`config.mk`:
```
export PLATFORM = sky130hd
export DESIGN_NAME = pipe_mux_n
export DESIGN_NICKNAME = d
export VERILOG_FILES = /design/src/rtl/pipe_mux_n.sv
export SDC_FILE = /design/constraint.sdc
export NUM_CORES = 1
export LEC_CHECK = 0
export ABC_AREA = 0
export BUFFER_PORTS_ARGS = -buffer_cell sky130_fd_sc_hd__clkbuf_2
export CAP_MARGIN = 20
export CORE_ASPECT_RATIO = 0.8
export CORE_MARGIN = 1.5
export CORE_UTILIZATION = 35
export DETAILED_ROUTE_END_ITERATION = 10
export MAX_ROUTING_LAYER = met4
export PLACE_DENSITY = 0.73
export SLEW_MARGIN = 5
export SYNTH_ARGS = -nofsm -noshare
export SYNTH_HDL_FRONTEND = slang
export SYNTH_SLANG_ARGS = --single-unit
```
`constraint.sdc`:
```
create_clock -name clk -period 3.5 [get_ports clk]
set_input_delay 0.7 -clock clk [delete_from_list [all_inputs] [get_ports clk]]
set_output_delay 0.7 -clock clk [all_outputs]
set_load 0.1 [all_outputs]
```
`src/rtl/pipe_mux_n.sv`:
```
// pipe_mux_n: N-way WIDTH-bit select mux feeding a STAGES-deep register pipeline with valid, stall and flush.
// Defining PIPE_MUX_SELERR_EN adds a sticky sel_err flag for out-of-range selects.
module pipe_mux_n #(
    parameter int WIDTH  = 32,
    parameter int NUM_IN = 4,
    parameter int STAGES = 1,
    localparam int SEL_W = (NUM_IN > 1) ? $clog2(NUM_IN) : 1
) (
    input  logic                    clk,
    input  logic                    rst_n,
    input  logic [NUM_IN*WIDTH-1:0] in_data,
    input  logic [SEL_W-1:0]        sel,
    input  logic                    in_valid,
    input  logic                    stall,
    input  logic                    flush,
    output logic [WIDTH-1:0]        out,
`ifdef PIPE_MUX_SELERR_EN
    output logic                    out_valid,
    output logic                    sel_err
`else
    output logic                    out_valid
`endif
);

    // The word table is padded to a power of two so any sel value indexes it; unused slots read as zero.
    localparam int NUM_PAD = 32'd1 << SEL_W;

    logic [WIDTH-1:0] in_word_s [NUM_PAD];
    logic [WIDTH-1:0] mux_s;
    logic [WIDTH-1:0] data_r    [STAGES];
    logic             valid_r   [STAGES];

    for (genvar i = 0; i < NUM_PAD; i++) begin : g_word
        if (i < NUM_IN) begin : g_live
            assign in_word_s[i] = in_data[i*WIDTH +: WIDTH];
        end else begin : g_pad
            assign in_word_s[i] = '0;
        end
    end

    assign mux_s = in_word_s[sel];

    // Pipeline registers: reset, then flush, then stall, then advance; bubbles always carry zero data.
    always_ff @(posedge clk) begin
        if (!rst_n) begin
            for (int k = 0; k < STAGES; k++) begin
                data_r[k]  <= '0;
                valid_r[k] <= 1'b0;
            end
        end else if (flush) begin
            for (int k = 0; k < STAGES; k++) begin
                data_r[k]  <= '0;
                valid_r[k] <= 1'b0;
            end
        end else if (stall) begin
            for (int k = 0; k < STAGES; k++) begin
                data_r[k]  <= data_r[k];
                valid_r[k] <= valid_r[k];
            end
        end else begin
            data_r[0]  <= in_valid ? mux_s : '0;
            valid_r[0] <= in_valid;
            for (int k = 1; k < STAGES; k++) begin
                data_r[k]  <= data_r[k-1];
                valid_r[k] <= valid_r[k-1];
            end
        end
    end

    assign out       = data_r[STAGES-1];
    assign out_valid = valid_r[STAGES-1];

`ifdef PIPE_MUX_SELERR_EN
    localparam logic [SEL_W:0] NUM_IN_L = (SEL_W+1)'(NUM_IN);

    logic sel_oor_s;
    logic sel_err_r;

    assign sel_oor_s = ({1'b0, sel} >= NUM_IN_L);

    // Sticky flag: set only by an accepted out-of-range sample, cleared only by reset.
    always_ff @(posedge clk) begin
        if (!rst_n) begin
            sel_err_r <= 1'b0;
        end else if (!stall && !flush && in_valid && sel_oor_s) begin
            sel_err_r <= 1'b1;
        end else begin
            sel_err_r <= sel_err_r;
        end
    end

    assign sel_err = sel_err_r;
`endif

endmodule

```
==> metrics.txt <==
Placeable Area=5555 um2; number of global-route vias before repair=1771; final setup violation count=0; synthesized area=2052 um2; drt first pass iters=4; Avg Synthesized Cell Area=18.32 um2; number of instances in the synthesized netlist=112; Sum Neg Setup Slack=0 ps; starting utilization of the core area=0.3694; Num CTS Buffers=5; number of setup buffers added after CTS=0; IR drop worst, VDD=0.1645 mV; proportion of layout cells with a drive suffix above 1=0.7384; count of yosys warnings during synthesis=0; post-route DRC violation count=0; worst hold margin=608.4 ps; Overall Global Routing Usage=0.1807; first-pass GRT wire length=8073 um; Congestion Overflow GR=0; Req. time, crit path=3530 ps; Max FO, Critical Path=18; number of distinct library cells after synthesis=13; fin nets=413; count of final hold-check violations=0; Vias/cell=4.815; # diodes=0; crit path buf inv count=2; list of cells traversed by the critical path=clkbuf_2 > buf_12 > mux4_1 > and2_1; post-synthesis net count=247; max-capacitance violation count=0; register area share after synthesis=0.4829; maximum number of pins on one net before global-route repair=34; WL per Instance=15.10 um; total vias in the final route=1719; Routed Wire Length=5389 um; worst min-delay path class=reg -> reg; number of cells upsized or downsized after cts=0; Ports=168; synth cell count leaders=33 x edfxtp_1, 32 x and2_1, 30 x mux4_2; kind of critical path=in -> reg; leading area contributor after synthesis=edfxtp_1; CTS H-Tree Depth=2; number of synthesized register bits=33; total die area=6334 um2; share of synthesized flip-flops with an asynchronous set or reset=0; unrepaired setup endpoints after global routing=no; final worst clock skew=0 ps; Fmax=470.1 MHz; CTS root buffer=clkbuf_8; Chip Width=88.61 um; worst slew margin relative to its limit=0.4490; max-slew violation count=0; Clock Latency Late Sink=270 ps; crit end category=flip-flop; Post-DRT Antenna Nets=0; layout overhead on the synthesized area=46.04%; vertical die dimension=71.49 um; power per unit of standard cell area=361.3 nW/um2; top cell type's share of synthesized area=0.4829; final HPWL from detailed placement=4474 um; leakage power=0.001463 uW; cell types occupying the most area after synthesis=edfxtp_1 48%, mux4_2 33%, and2_1 9.8%; leading cell type by number of instances after synthesis=edfxtp_1; largest stage delay on the critical path=560 ps; DRC marker count from the first detailed-route iteration=76; number of antenna violations at the first check in global routing=0; gp weighted congestion=0.7907; result of the run=complete, no violations; element type at the critical path start=input pin; clock buffer depth=2; TritonCTS clock tree=built; dominant delay contributor by cell family on the critical path=buffers and inverters; Clock Pin Slew Worst Setup and Hold Paths=70 ps; final critical-path share of the clock period=0.6078; hold buffer count at CTS=0; sinks on the clock net=33; CP max stage cell=mux4_1; worst slew pin tran=826.6 ps; CP arrival=2160 ps; Post-synth top flop=edfxtp_1; Post-synth EDFFs=33; input/output buffers=167; number of rows created at floorplan=24; Final Critical Period=2127 ps
## state kept, by name (all words and copies together) (netlist names)
register / cells
data_r: 32
valid_r: 1
## worst reg2reg max path, cell delays in order, from the launching register on
cell	delay, ps
edfxtp_1	380
inv_1	60
o21bai_1	60
## cell type report
cell class / count / area [um2]
multi-input cells: 68 / 959.7
flip-flops and latches: 33 / 991.0
clock inverters: 3 / 12.51
clock buffers: 5 / 68.82
fillers: 475 / 2559
repair buffers: 169 / 863.3
well taps: 78 / 97.59
inverters: 1 / 3.754
## power breakdown
group          internal [uW]  switching, uW  total, uW
clock network            134            132        266
logic                    130            226        356
registers                456           5.48        461
## cells by family (layout without fill, tap and decap cells)
kind of cell,after synthesis,in the layout,synth area share
other,1,1,0.001828
AND/OR/NAND/NOR,34,34,0.1073
AO/OA/AOI/OAI,1,1,0.003660
multiplexers,32,32,0.3549
buffers and inverters,11,178,0.04939
flip-flops,33,33,0.4829
## per-layer routing
| metal | part of all wire | vias to the layer above | GRT usage |
|---|---|---|---|
| met4 | 0.020 | 0 | 0.06944 |
| met2 | 0.51 | 102 | 0.2960 |
| met3 | 0.092 | 11 | 0.06567 |
| met1 | 0.38 | 816 | 0.2023 |
| met5 | 0 | - | - |
| li1 | - | 790 | - |
## cell usage in the layout (no fill, tap or decap)
cell type	instances
clkinv_1	2
clkbuf_8	5
and4bb_2	1
o21bai_1	1
mux4_2	30
buf_4	1
mux4_1	2
nand3b_1	1
edfxtp_1	33
clkinv_2	1
clkbuf_2	167
conb_1	1
inv_1	1
and2_1	32
buf_12	1
## stage by stage
stage | instances | setup WS [ps] | power (uW) | instance area (um2) | utilization
global placement | 349 | 1082 | 822.7 | 2915 | 0.5248
CTS | 357 | 1332 | 1097 | 2997 | 0.5394
global route | 357 | 1254 | 1130 | 2997 | 0.5394
detailed placement | 349 | 1026 | 828.3 | 2915 | 0.5248
floorplan | 112 | 1412 | 728.3 | 2052 | -
finish | 357 | 1373 | 1083 | 2997 | 0.5394
## path summary, 6_finish.rpt
| path | start | endpoint | slack [ps] | cells past startpoint |
|---|---|---|---|---|
| worst max-delay path | sel[0] | data_r[0][14]$_SDFFCE_PN0P_ | 1370 | 4 |
| worst min-delay path | valid_r[0]$_DFFE_PP_ | valid_r[0]$_DFFE_PP_ | 610 | 2 |
| worst max register to register | valid_r[0]$_DFFE_PP_ | valid_r[0]$_DFFE_PP_ | 2750 | 2 |
| worst min register to register | valid_r[0]$_DFFE_PP_ | valid_r[0]$_DFFE_PP_ | 610 | 2 |
(Power assumes the default switching activity.)
